**config.mk**
```make
export PLATFORM = sky130hd
export DESIGN_NAME = lic_reg_write_driver
export DESIGN_NICKNAME = d
export VERILOG_FILES = /design/src/rtl/lic_reg_write_driver.sv
export SDC_FILE = /design/constraint.sdc
export NUM_CORES = 1
export LEC_CHECK = 0
export ABC_AREA = 1
export CORE_AREA = 3 3 78 80
export DETAILED_ROUTE_END_ITERATION = 10
export DIE_AREA = 0 0 81 83
export HOLD_SLACK_MARGIN = 0.15
export PLACE_DENSITY = 0.63
export SYNTH_ARGS = -nofsm -noshare
export SYNTH_HDL_FRONTEND = slang
export SYNTH_SLANG_ARGS = --single-unit
```
**constraint.sdc**
```tcl
create_clock -name CLK -period 2.7 [get_ports CLK]
set_clock_uncertainty 0.1 [all_clocks]
set_input_delay 0.54 -clock CLK [delete_from_list [all_inputs] [get_ports CLK]]
set_output_delay 0.54 -clock CLK [all_outputs]
set_load 0.01 [all_outputs]
```
**src/rtl/lic_reg_write_driver.sv**
```systemverilog
// lic_reg_write_driver: two-deep token buffer driving a register's write
// and enable channels over independent VALID/CONSUMED legs.
module lic_reg_write_driver #(
  parameter int width = 8,
  parameter int cntw  = 16
) (
  input  logic             CLK,
  input  logic             RST,
  input  logic             ENQ_VALID,
  output logic             ENQ_READY,
  input  logic [width-1:0] ENQ_DATA,
  input  logic             ENQ_EN,
  output logic [width-1:0] OUT_WRITE,
  output logic             OUT_WRITE_VALID,
  input  logic             OUT_WRITE_CONSUMED,
  output logic             OUT_EN_WRITE,
  output logic             OUT_EN_WRITE_VALID,
  input  logic             OUT_EN_WRITE_CONSUMED,
  output logic [cntw-1:0]  SENT_COUNT,
  output logic             IDLE
);

  logic [width-1:0] r_head_data;
  logic             r_head_en;
  logic [width-1:0] r_tail_data;
  logic             r_tail_en;
  logic [1:0]       r_count;
  logic             r_wr_done;
  logic             r_en_done;
  logic [cntw-1:0]  r_sent;

  logic             w_nonempty;
  logic             w_enq;
  logic             w_wr_xfer;
  logic             w_en_xfer;
  logic             w_retire;
  logic [1:0]       w_count_nxt;
  logic             w_wr_done_nxt;
  logic             w_en_done_nxt;

  assign w_nonempty         = (r_count != 2'd0);
  assign ENQ_READY          = (r_count != 2'd2);
  assign IDLE               = ~w_nonempty;
  assign OUT_WRITE_VALID    = w_nonempty & ~r_wr_done;
  assign OUT_EN_WRITE_VALID = w_nonempty & ~r_en_done;
  assign OUT_WRITE          = r_head_data;
  assign OUT_EN_WRITE       = r_head_en;
  assign SENT_COUNT         = r_sent;

  assign w_enq     = ENQ_VALID & ENQ_READY;
  assign w_wr_xfer = OUT_WRITE_VALID & OUT_WRITE_CONSUMED;
  assign w_en_xfer = OUT_EN_WRITE_VALID & OUT_EN_WRITE_CONSUMED;
  assign w_retire  = w_nonempty
                   & (r_wr_done | w_wr_xfer)
                   & (r_en_done | w_en_xfer);

  // Next occupancy and per-head leg completion flags.
  always_comb begin
    w_count_nxt   = r_count;
    w_wr_done_nxt = r_wr_done | w_wr_xfer;
    w_en_done_nxt = r_en_done | w_en_xfer;
    if (w_retire) begin
      w_wr_done_nxt = 1'b0;
      w_en_done_nxt = 1'b0;
    end
    unique case ({w_retire, w_enq})
      2'b10:   w_count_nxt = r_count - 2'd1;
      2'b01:   w_count_nxt = r_count + 2'd1;
      default: w_count_nxt = r_count;
    endcase
  end

  // Control state: occupancy, done flags and retired-token counter.
  always_ff @(posedge CLK) begin
    if (RST) begin
      r_count   <= 2'd0;
      r_wr_done <= 1'b0;
      r_en_done <= 1'b0;
      r_sent    <= '0;
    end else begin
      r_count   <= w_count_nxt;
      r_wr_done <= w_wr_done_nxt;
      r_en_done <= w_en_done_nxt;
      if (w_retire) begin
        r_sent <= r_sent + 1'b1;
      end
    end
  end

  // Entry storage: head refills from tail or directly from enqueue.
  always_ff @(posedge CLK) begin
    if (!RST) begin
      if (w_retire) begin
        if (w_enq && r_count == 2'd1) begin
          r_head_data <= ENQ_DATA;
          r_head_en   <= ENQ_EN;
        end else begin
          r_head_data <= r_tail_data;
          r_head_en   <= r_tail_en;
        end
      end else if (w_enq && r_count == 2'd0) begin
        r_head_data <= ENQ_DATA;
        r_head_en   <= ENQ_EN;
      end
      if (w_enq && !w_retire && r_count == 2'd1) begin
        r_tail_data <= ENQ_DATA;
        r_tail_en   <= ENQ_EN;
      end
    end
  end

endmodule

```
; ---- Yosys cells after proc, flatten, opt, wreduce, memory -nomap -nowiden
; Cells that the tools add are included.
[word_totals]
register_bits = 38
output_inout_bits = 29
romBits = 0
inputBits = 14
latch_bits = 0
n_memories = 0
ram_bits = 0
elab_cells = 47
[op_classes]
eq_ne = 4
n_lt_le_gt_ge = 0
shift = 0
addsub = 3
multipliers = 0
div = 0
bitwise = 13
muxes = 7
n_reduce_logical = 12
[ops]
columns = cell, n
row1 = $mux 8, 3
row2 = $add 16x1->16 const B, 1
row3 = $and 1x1->1, 7
row4 = $reduce_bool 2->1, 3
row5 = $eq 2x1->1 const B, 2
row6 = $logic_and 1x1->1, 4
row7 = $not 1->1, 4
row8 = $pmux 2 s2, 1
row9 = $reduce_and 2->1, 2
row10 = $mux 1, 3
row11 = $add 2x1->2 const B, 1
row12 = $eq 2x2->1 const B, 1
row13 = $logic_not 2->1, 1
row14 = $ne 2x2->1 const B, 1
row15 = $or 1x1->1, 2
row16 = $reduce_or 2->1, 1
row17 = $sub 2x1->2 const B, 1
row18 = $logic_not 1->1, 1

; ---- Logic depth before layout (Yosys ltp)
[logic_depth]
word_depth = 10
mapped_depth = 10
depth_no_buf = 10

; ---- Worst setup path after synthesis
; OpenSTA, ideal clock, no wires.
[synth_timing]
kind = register -> register
from = register r_count[0]
to = register r_tail_data[0] (enable)
slack_ns = 0.538
arrival_time_ns = 1.688
path_stages_with_launch = 10
setup_ns = 0.374
required_time_ns = 2.226
period_less_slack_ns = 2.162
path_buffers = 0
path_cell_list = dfxtp_1 -> inv_1 -> ha_1 -> inv_4 -> nand2_1 -> nand2_1 -> nand2_2 -> ha_1 -> nand2_1 -> nor2_1
[synth_between]
elab_chain_cells = 10
word_cells_on_any_way = 16
classes_between = eq/ne (2) / bitwise (9) / reduce/logical (5)
[synth_rtl]
columns = element, line_no
row1 = from (decl), 27  ; logic [1:0] r_count;
row2 = from (signal assigned), 81  ; r_count <= w_count_nxt;
row3 = $reduce_bool 2->1, 41  ; assign w_nonempty = (r_count != 2'd0);
row4 = $and 1x1->1, 44  ; assign OUT_WRITE_VALID = w_nonempty & ~r_wr_done;
row5 = $and 1x1->1, 51  ; assign w_wr_xfer = OUT_WRITE_VALID & OUT_WRITE_CONSUMED;
row6 = $or 1x1->1, 54  ; & (r_wr_done | w_wr_xfer)
row7 = $and 1x1->1, 54
row8 = $and 1x1->1, 55  ; & (r_en_done | w_en_xfer);
row9 = $logic_not 1->1, 105  ; if (w_enq && !w_retire && r_count == 2'd1) begin
row10 = $logic_and 1x1->1, 105
row11 = $logic_and 1x1->1 *, 105
row12 = $reduce_and 2->1 (no source line) *, --
row13 = to (signal assigned), 106  ; r_tail_data <= ENQ_DATA;
row14 = to (decl), 25  ; logic [width-1:0] r_tail_data;
; Every way passes the cells marked *; elsewhere a longest branch is shown, timed or not.
; A chain may end at the register's enable or synchronous reset.

; ---- Final worst setup path
[layout_timing]
from = register r_count[0]
to = output OUT_EN_WRITE_VALID
[layout_between]
elab_chain_cells = 2
[layout_rtl]
columns = element, line_no
row1 = $reduce_bool 2->1, 41
row2 = $and 1x1->1, 45  ; assign OUT_EN_WRITE_VALID = w_nonempty & ~r_en_done;
row3 = to (decl), 17  ; output logic OUT_EN_WRITE_VALID,
; Every way passes these cells.

==> results.py <==
metrics = {
    "cells_and_area": {
        "nNetsFinal": 296,
        "drive_above_1_share_pct": 7.220,
        "area_delta_synth_final_pct": 31.03,
        "fill_cells": 548,
        "num_antenna_cells": 0,
    },
    "floorplanning": {
        "floorplan.die.width_um": 81,
        "start_util_pct": 34.34,
        "top_level_ports": 43,
        "placementRows": 27,
        "die_y_um": 83,
        "coreArea_um2": 5473,
        "design.die.area_um2": 6723,
    },
    "global_routing": {
        "grt_remaining_overflow": 0,
        "grt_first_pass_wirelength_um": 6824,
        "grt_max_degree": 24,
        "grt_pass1_vias": 1458,
        "grt.total_usage_pct": 12.75,
        "antenna_found_initial": 0,
    },
    "cts": {
        "clk_pin_slew_ns": 0.07,
        "htreeDepth": 2,
        "cts.hold.buffers_added": 0,
        "cts_resized": 0,
        "cts-root-to-sink-buffers": 2,
        "postCtsSetupRepairBufs": 0,
        "clock_latency_ns": 0.28,
        "root_buffer_cell": "sky130_fd_sc_hd__clkbuf_8",
        "cts_tree": "yes",
        "cts_inserted_buffers": 5,
        "tritoncts_num_sinks": 38,
    },
    "synthesis": {
        "postSynthAreaPerCell_um2": 8.243,
        "ys_seq_area_share_pct": 50.07,
        "synth-edff-count": 18,
        "synthesis.instances": 228,
        "synth_cell_types": 30,
        "asyncSetResetFlopFracSynth_pct": 0,
        "synthesis.nets": 248,
        "yosys-top-cells-area": "sky130_fd_sc_hd__edfxtp_1, sky130_fd_sc_hd__dfxtp_1, sky130_fd_sc_hd__nand2_1",
        "synth_largest_type_area_fraction_pct": 28.76,
        "synth.ff_latch_count": 38,
        "synth_area_um2": 1879,
        "synth_flop_cell": "sky130_fd_sc_hd__dfxtp_1",
        "synth-warning-count": 0,
        "synth.largest_area_cell": "sky130_fd_sc_hd__edfxtp_1",
    },
    "timing": {
        "drv_slew": 0,
        "max_freq_mhz": 416.5,
        "worst_slew_margin_rel_pct": 65.79,
        "max_slew.worst_pin.slew_ns": 0.5126,
        "final.period_utilization_pct": 88.93,
        "setup_viol": 0,
        "hold_ws_ns": 0.4021,
        "final.min_clock_period_ns": 2.401,
        "fin_tns_setup_ns": 0,
        "postLayoutSetupSlackWorst_ns": 0.2989,
        "hold_violations": 0,
        "grt_setup_unrepaired": "no",
    },
    "worst_hold_path": {
        "timing.hold.worst_endpoint": "SENT_COUNT[2]",
        "holdPathStages": 2,
        "min_path_type": "reg2reg",
        "hold_path_startpoint": "SENT_COUNT[2]",
    },
    "detailed_routing": {
        "drt_pass1_iterations": 4,
        "route.detailed.wl_per_inst_um": 11.05,
        "detail-route-antenna-nets": 0,
        "vias_per_cell": 4.487,
        "finalWirelength_um": 3857,
        "dr.first_iter.drc_count": 50,
        "drt_drc_violations_left": 0,
        "routed-via-count": 1566,
    },
    "pwr": {
        "pwr_density_cell_nw_per_um2": 696.4,
        "cellLeakagePower_nw": 0.9888,
        "peakVddDrop_mv": 0.3325,
        "post_route_total_power_mw": 1.715,
    },
    "worst_setup_path": {
        "data_arrival_critical_path_ns": 1.76,
        "reg2reg_slack_ns": 0.62,
        "critPathRequiredTime_ns": 2.06,
        "r2r_start": "r_count[0]",
        "crit_path_end_kind": "output port",
        "r2r-end": "r_tail_data[1]",
        "setup.worst_path.class": "reg2out",
        "timing.critical_path.fanout_max": 5,
        "worstRegToRegCells": 10,
        "timing.critical_path.from_type": "flip-flop",
    },
    "placed_design": {
        "numPortBuffers": 42,
        "hpwlAfterDp_um": 2803,
        "routabilityCongestion": 0.7516,
        "dp_slack_ns": 0.4036,
    },
    "run_status": {
        "run_status": "complete, no violations",
    },
    "flow_run": {
        "cap_violations": 0,
    },
}
-- per-stage QoR --
stage,utilization [%],instance area [um2],std cells
finish,44.99,2462,349
detailed placement,43.51,2381,341
floorplan,-,1879,228
global route,44.99,2462,349
global placement,43.51,2381,341
CTS,44.99,2462,349
-- layer usage --
metal  track usage, %  vias up  share of wire [%]
met5                0        -                  0
met4            4.608        0                1.4
met3            4.121        5                7.1
met2            18.67       49                 43
met1            17.43      679                 48
li1                 -      833                  -
-- kinds of logic (layout without fill, tap and decap cells) --
kind of cell	count (synthesis)	in the layout	share of synthesized area, %
AND/OR/NAND/NOR	123	123	28.70
AO/OA/AOI/OAI	24	24	8.589
buffers and inverters	36	85	8.189
flip-flops	38	38	50.07
XOR/XNOR	1	1	0.4661
adder cells (fa/ha/maj)	6	6	3.995
-- sequential cells by signal, indices dropped and copies added, names as in the netlist --
register	cells
r_tail_data	8
r_en_done	1
OUT_WRITE	8
r_count	2
r_tail_en	1
OUT_EN_WRITE	1
SENT_COUNT	16
r_wr_done	1
-- power breakdown --
part | switching (mW) | internal (mW)
clock network | 0.187 | 0.177
registers | 0.0369 | 0.691
logic | 0.344 | 0.279
-- placed cells by master, fill, tap and decap left out, types with 2 or more instances in the layout --
cell type	count
sky130_fd_sc_hd__a211oi_1	2
sky130_fd_sc_hd__a21oi_1	8
sky130_fd_sc_hd__a21oi_2	2
sky130_fd_sc_hd__buf_4	3
sky130_fd_sc_hd__clkbuf_8	5
sky130_fd_sc_hd__clkdlybuf4s50_1	42
sky130_fd_sc_hd__dfxtp_1	20
sky130_fd_sc_hd__edfxtp_1	18
sky130_fd_sc_hd__ha_1	6
sky130_fd_sc_hd__inv_1	30
sky130_fd_sc_hd__nand2_1	57
sky130_fd_sc_hd__nand3_1	24
sky130_fd_sc_hd__nand4_1	4
sky130_fd_sc_hd__nor2_1	29
sky130_fd_sc_hd__nor2_2	2
sky130_fd_sc_hd__nor3_1	3
sky130_fd_sc_hd__o21ai_0	5
sky130_fd_sc_hd__o21ai_1	2
-- cells in the mapped netlist (2+ instances only) --
| library cell | number |
|---|---|
| sky130_fd_sc_hd__nand2_1 | 57 |
| sky130_fd_sc_hd__inv_1 | 30 |
| sky130_fd_sc_hd__nor2_1 | 29 |
| sky130_fd_sc_hd__nand3_1 | 24 |
| sky130_fd_sc_hd__dfxtp_1 | 20 |
| sky130_fd_sc_hd__edfxtp_1 | 18 |
| sky130_fd_sc_hd__a21oi_1 | 8 |
| sky130_fd_sc_hd__ha_1 | 6 |
| sky130_fd_sc_hd__o21ai_0 | 5 |
| sky130_fd_sc_hd__nand4_1 | 4 |
| sky130_fd_sc_hd__nor3_1 | 3 |
| sky130_fd_sc_hd__a211oi_1 | 2 |
| sky130_fd_sc_hd__a21oi_2 | 2 |
| sky130_fd_sc_hd__buf_6 | 2 |
| sky130_fd_sc_hd__nor2_2 | 2 |
| sky130_fd_sc_hd__o21ai_1 | 2 |
-- worst max path at each step --
stage	from	endpoint	slack (ns)	cells after the start
2_1_floorplan	r_count[0]	r_tail_data[0]	0.54	9
3_3_place_gp	OUT_WRITE_CONSUMED	r_tail_data[3]	0.44	7
3_5_place_dp	OUT_WRITE_CONSUMED	r_tail_data[2]	0.40	7
4_1_cts	r_count[0]	OUT_EN_WRITE_VALID	0.28	4
5_1_grt	r_count[0]	OUT_EN_WRITE_VALID	0.17	4
6_report	r_count[0]	OUT_EN_WRITE_VALID	0.30	4
-- worst max-delay path: stages (launching register included) --
cell                              delay [ns]
sky130_fd_sc_hd__dfxtp_1                0.36
sky130_fd_sc_hd__inv_1                  0.10
sky130_fd_sc_hd__ha_1                   0.30
sky130_fd_sc_hd__nor2_1                 0.16
sky130_fd_sc_hd__clkdlybuf4s50_1        0.56
-- area by class of cell --
| cell class | instances | area, um2 | area share [%] |
|---|---|---|---|
| Sequential cell | 38 | 940.9 | 38.21 |
| Multi-Input combinational cell | 154 | 784.5 | 31.86 |
| Timing Repair Buffer | 45 | 442.9 | 17.99 |
| Inverter | 32 | 122.6 | 4.980 |
| Tap cell | 72 | 90.09 | 3.659 |
| Clock buffer | 6 | 72.57 | 2.947 |
| Clock inverter | 2 | 8.758 | 0.3557 |
(Power assumes the default switching activity.)
